==> config.mk <==
export PLATFORM = sky130hd
export DESIGN_NAME = instruction_memory_sync
export DESIGN_NICKNAME = d
export VERILOG_FILES = /design/src/rtl/instruction_memory_sync.sv
export SDC_FILE = /design/constraint.sdc
export NUM_CORES = 2
export LEC_CHECK = 0
export BUFFER_PORTS_ARGS = -buffer_cell sky130_fd_sc_hd__clkbuf_2
export CORE_MARGIN = 3
export CORE_UTILIZATION = 60
export DETAILED_ROUTE_END_ITERATION = 16
export PLACE_DENSITY_LB_ADDON = 0.12
export SLEW_MARGIN = 20
export SYNTH_ARGS = -nofsm -noshare
export SYNTH_HDL_FRONTEND = slang
export SYNTH_SLANG_ARGS = --single-unit
==> constraint.sdc <==
create_clock -name clk -period 2.55 [get_ports clk]
set_clock_uncertainty 0.15 [all_clocks]
set_input_delay 0.51 -clock clk [delete_from_list [all_inputs] [get_ports clk]]
set_output_delay 0.51 -clock clk [all_outputs]
set_load 0.005 [all_outputs]
==> src/rtl/instruction_memory_sync.sv <==
// Clocked instruction memory with registered 1-cycle fetch, stall hold and a streaming program-load port.
// Optional feature: define MISALIGN_CHECK_EN to add the rd_err output for fetches with rd_addr[1:0] != 0.
module instruction_memory_sync #(
    parameter int                ADDR_W    = 32,
    parameter int                DATA_W    = 32,
    parameter int                DEPTH     = 64,
    parameter logic [DATA_W-1:0] FILL_WORD = '0
) (
    input  logic                     clk,
    input  logic                     rst,
    input  logic                     rd_en,
    input  logic [ADDR_W-1:0]        rd_addr,
    input  logic                     freeze,
    output logic [DATA_W-1:0]        rd_data,
    output logic                     rd_valid,
`ifdef MISALIGN_CHECK_EN
    output logic                     rd_err,
`endif
    input  logic                     load_start,
    input  logic                     load_valid,
    input  logic [DATA_W-1:0]        load_data,
    input  logic                     load_last,
    output logic                     load_busy,
    output logic                     load_done,
    output logic                     load_ovf,
    output logic [$clog2(DEPTH):0]   word_count
);

    localparam int AW = $clog2(DEPTH);

    typedef enum logic {RUN, LOAD} state_t;

    state_t                  state_q, state_d;
    logic [DATA_W-1:0]       mem_q [DEPTH];
    logic [DATA_W-1:0]       mem_d [DEPTH];
    logic [AW:0]             wr_ptr_q, wr_ptr_d;
    logic [DATA_W-1:0]       rd_data_q, rd_data_d;
    logic                    rd_valid_q, rd_valid_d;
    logic                    load_done_q, load_done_d;
    logic                    load_ovf_q, load_ovf_d;
`ifdef MISALIGN_CHECK_EN
    logic                    rd_err_q, rd_err_d;
`endif

    logic [ADDR_W-1:0]       word_idx;
    logic [AW-1:0]           rd_idx;
    logic                    idx_in_range;

    // DEPTH is a power of two, so an index is in range exactly when its bits above AW are zero
    assign word_idx     = rd_addr >> 2;
    assign rd_idx       = word_idx[AW-1:0];
    assign idx_in_range = (word_idx >> AW) == '0;

    always_comb begin
        state_d     = state_q;
        mem_d       = mem_q;
        wr_ptr_d    = wr_ptr_q;
        rd_data_d   = rd_data_q;
        rd_valid_d  = rd_valid_q;
        load_done_d = 1'b0;
        load_ovf_d  = load_ovf_q;
`ifdef MISALIGN_CHECK_EN
        rd_err_d    = rd_err_q;
`endif
        case (state_q)
            RUN: begin
                if (load_start) begin
                    state_d    = LOAD;
                    wr_ptr_d   = '0;
                    load_ovf_d = 1'b0;
                    rd_valid_d = 1'b0;
`ifdef MISALIGN_CHECK_EN
                    rd_err_d   = 1'b0;
`endif
                end else if (!freeze) begin
                    rd_valid_d = rd_en;
`ifdef MISALIGN_CHECK_EN
                    rd_err_d   = 1'b0;
`endif
                    if (rd_en) begin
                        rd_data_d = idx_in_range ? mem_q[rd_idx] : FILL_WORD;
`ifdef MISALIGN_CHECK_EN
                        if (rd_addr[1:0] != 2'b00) begin
                            rd_data_d = FILL_WORD;
                            rd_err_d  = 1'b1;
                        end
`endif
                    end
                end
            end
            LOAD: begin
                rd_valid_d = 1'b0;
`ifdef MISALIGN_CHECK_EN
                rd_err_d   = 1'b0;
`endif
                // Pointer top bit set means DEPTH words are already in; further beats only flag overflow
                if (load_valid) begin
                    if (!wr_ptr_q[AW]) begin
                        mem_d[wr_ptr_q[AW-1:0]] = load_data;
                        wr_ptr_d                = wr_ptr_q + 1'b1;
                    end else begin
                        load_ovf_d = 1'b1;
                    end
                    if (load_last) begin
                        state_d     = RUN;
                        load_done_d = 1'b1;
                    end
                end
            end
            default: state_d = RUN;
        endcase
    end

    always_ff @(posedge clk or negedge rst) begin
        if (!rst) begin
            state_q     <= RUN;
            mem_q       <= '{default: '0};
            wr_ptr_q    <= '0;
            rd_data_q   <= FILL_WORD;
            rd_valid_q  <= 1'b0;
            load_done_q <= 1'b0;
            load_ovf_q  <= 1'b0;
`ifdef MISALIGN_CHECK_EN
            rd_err_q    <= 1'b0;
`endif
        end else begin
            state_q     <= state_d;
            mem_q       <= mem_d;
            wr_ptr_q    <= wr_ptr_d;
            rd_data_q   <= rd_data_d;
            rd_valid_q  <= rd_valid_d;
            load_done_q <= load_done_d;
            load_ovf_q  <= load_ovf_d;
`ifdef MISALIGN_CHECK_EN
            rd_err_q    <= rd_err_d;
`endif
        end
    end

    assign rd_data    = rd_data_q;
    assign rd_valid   = rd_valid_q;
    assign load_busy  = (state_q == LOAD);
    assign load_done  = load_done_q;
    assign load_ovf   = load_ovf_q;
    assign word_count = wr_ptr_q;
`ifdef MISALIGN_CHECK_EN
    assign rd_err     = rd_err_q;
`endif

endmodule

==> impl_results.md <==
* Leakage at approximately 54 nW
* Global-route wire length before repair at about 390 mm
* CTS root buf: clkbuf_16
* Slew Viols, Final at 0
* Clock buffer depth at 3
* PwrDens at roughly 690 nW/um^2
* Commonest non-fill, non-tap cells in the layout: mux2_2, dfrtp_1, buf_4
* Fin Setup TNS at 0 ns
* Comb pwr share at a little over a tenth
* Syn. warnings at 0
* Routed vias at roughly 57,000
* Clock power share at approximately two fifths
* DR top layer: met4
* Switching pwr at between 15 and 20 mW
* Peak fanout along the critical path at 12
* RSZ-0062 raised after global routing: no
* Placed insts at 8,523
* Syn nets at about 6,500
* Slowest cell on crit path: dfrtp_1
* Sequential power share at about half
* Metal2 WL at approximately 120 mm
* Slew @ Worst Pin at about 0.80 ns
* Initial Util at 60.54%
* Register area share after synthesis at a little under three fifths
* Critical path class: register to output port
* Gpl congestion at 0.8394
* Top cell type's share of synthesized area at approximately 55%
* Synth-to-Final Area Change at 16.17%
* Switching Fraction at 24.03%
* Worst-path cell chain: buf_4 -> clkbuf_2
* TritonCTS clock tree: built
* Mapped cell area at approximately 95,000 sq um
* Max incr delay on CP at a little under 0.6 ns
* Int Pwr at approximately 57 mW
* Metal-1 WL at between 100 and 150 mm
* Ys flop type: dfrtp_1
* Pre-Repair DR Iteration Count at 5
* Die Span X at ~400 um
* Number of port buffers at 111
* # DRC at 0
* Io pins at around 110
* Status: finished, final reports clean
* Post-route cell area at ~110,000 sq um
* Synth top area cells: dfrtp_1, mux2_2, mux4_2, mux2i_1, clkbuf_1
* Layout Nets at around 6,800
* Peak VDD IR at slightly above 700 uV
* Leading cell type in the layout, fill and taps excluded: mux2_2
* MaxCap Viol Count at 0
* Vert. Die Dim at 403.7 um
* Max-slew headroom at the worst pin at 46.53%
* Async SR Flop Fraction at 100.0%
* Clk sinks at around 2,100
* Crit path required time at between 1.5 and 2 ns
* Initial antenna violation count at 0
* Hpwl dp at around 160 mm
* Crit. End Element: output port
* Total track usage at between 30% and 40%
* Yosys cell types at 50
* Overall power at approximately 76 mW
* Area leader, netlist: dfrtp_1
* DR vias/cell at approximately 6.4
* Final worst-path cycle share at 95.72%
* Final WL at 253.9 mm
* # diodes at 0
* #FFs+latches synth at 2,091
* Worst-path clk slew at 0.06 ns
* Setup violations, final at 0
* Placed cell areas at just over 100,000 sq um
* Die area at between 150,000 and 200,000 sq um
* Buffer and inverter count on the worst path at 2
* Met3 wire length at ~14 mm
* Mean post-synth cell area at ~15 sq um
* DRT iter0 DRCs at 3,922
* Post-synthesis cell count at roughly 6,400
* Hold Crit Class: input pin to asynchronous set/reset pin
* Number of global-route vias before repair at 61,226
* Crit path arrival time at ~1.8 ns
* Share of cells above drive strength 1 at between 50% and 60%
* Congestion Overflow GR at 0
* Final hold violations at 0
* Final core occ at 70.32%
* FP Rows at ~150
* Placeable Area at about 160,000 sq um
* Fmax at just over 400 MHz
* Post-layout min period at between 2 and 2.5 ns
* Critical path startpoint category: register
* Number of H-tree levels at 4
* Fin cells at just under 9,000
* Final antenna-violating net count at 0
* Routed len/inst at 28.49 um
* Top Family by Delay on Critical Path: flip-flops
* Cts bufs inserted at approximately 210
* Count of flip-flops with a built-in enable after synthesis at 0
* Fillers at ~11,000
* Clk Latency, worst-skew pair at 0.82 ns
* Pin count of the biggest net entering global routing at approximately 100
[sequential cells by signal (all words and copies together) (netlist names)]
register and count:
mem_q 2048, rd_data 32, word_count 7, load_busy 1
load_done 1, load_ovf 1, rd_valid 1
[power by group through the flow]
| stage | registers, mW | clock network [mW] | logic, mW |
|---|---|---|---|
| global placement | 37.0 | 0 | 7.88 |
| global route | 36.9 | 32.7 | 8.68 |
| CTS | 36.6 | 31.4 | 8.15 |
| floorplan | 36.8 | 0 | 4.77 |
| detailed placement | 37.2 | 0 | 8.11 |
| finish | 36.6 | 30.9 | 8.10 |
[routing by layer]
metal | vias up | GRT usage (%)
met3 | 419 | 4.516
li1 | 24242 | -
met1 | 31162 | 45.64
met4 | 0 | 9.364
met2 | 1627 | 50.50
met5 | - | 0
[final cells by class]
type | instances | area (sq um) | area share [%]
inverter | 4 | 15.01 | 0.01362
multi-input combinational | 3637 | 40260 | 36.53
clock buffer | 335 | 6390 | 5.797
clock inverter | 45 | 538.0 | 0.4881
sequential | 2091 | 52330 | 47.47
timing repair buffer | 740 | 8127 | 7.372
tap | 2058 | 2575 | 2.336
[path summary, 6_finish.rpt]
check                                           from                       to  slack [ns]  depth (start not counted)
min                                              rst  mem_q[1010]$_DFFE_PN0P_        0.06                          2
max reg2reg                word_count[6]$_DFFE_PN0P_  mem_q[2010]$_DFFE_PN0P_        0.16                          6
max                        word_count[3]$_DFFE_PN0P_            word_count[3]        0.11                          2
min reg2reg                  mem_q[1898]$_DFFE_PN0P_  mem_q[1898]$_DFFE_PN0P_        0.33                          1
max in group asynchronous                        rst   mem_q[703]$_DFFE_PN0P_        1.11                          4
min in group clk                        load_data[0]     mem_q[0]$_DFFE_PN0P_        0.13                          3
[per-stage QoR]
step / hold WS (ns) / setup WS (ns)
final: 0.05984 / 0.1091
after global routing: 0.05780 / 0.003415
after CTS: 0.01808 / 0.04088
after detailed placement: 0.2834 / -0.4529
after global placement: 0.2817 / -0.4463
after floorplan: 0.06441 / 0.02795
[logic make-up after synthesis]
group / after synthesis / share of synthesized area (%)
flip-flops: 2091 / 55.14
multiplexers: 2847 / 36.86
AND/OR/NAND/NOR: 335 / 1.648
adder cells (fa/ha/maj): 1 / 0.01318
AO/OA/AOI/OAI: 452 / 3.525
XOR/XNOR: 2 / 0.01846
buffers and inverters: 653 / 2.798
[Yosys cell counts (2+ instances only)]
cell type,count
inv_1,4
nand3_1,37
nand2b_1,2
a221oi_1,31
dfrtp_1,2091
mux2i_1,318
nand2_4,8
or3b_2,3
a22oi_1,32
o21ai_0,35
clkbuf_1,358
nand3b_1,8
nor2b_1,6
and3b_1,2
mux2_2,2197
mux4_2,294
and3_1,3
or4_1,3
nor2_1,144
a21oi_1,36
nor3_1,3
nor4_1,4
xor2_1,2
nor3b_1,3
mux2_1,38
o221ai_1,63
nor3b_2,2
o31ai_1,32
a311o_1,31
a211o_1,31
o22ai_1,124
nor3b_4,2
or3_1,3
o2bb2ai_1,32
buf_2,160
or2_2,3
buf_1,130
nand2_1,94
[worst reg2reg max path: stages (launching register included)]
cell and delay [ns]:
dfrtp_1 0.44, or3_1 0.51, nor3b_2 0.27, buf_4 0.19
nand2_2 0.12, buf_12 0.25, mux2_2 0.34
[repair_timing]
item                       CTS  global route
resized for setup            0             1
setup endpoints to repair    0             1
hold buffers                 7             0
hold endpoints to repair   763             0
setup buffers                0             0
Power figures use the tool's default switching activity.
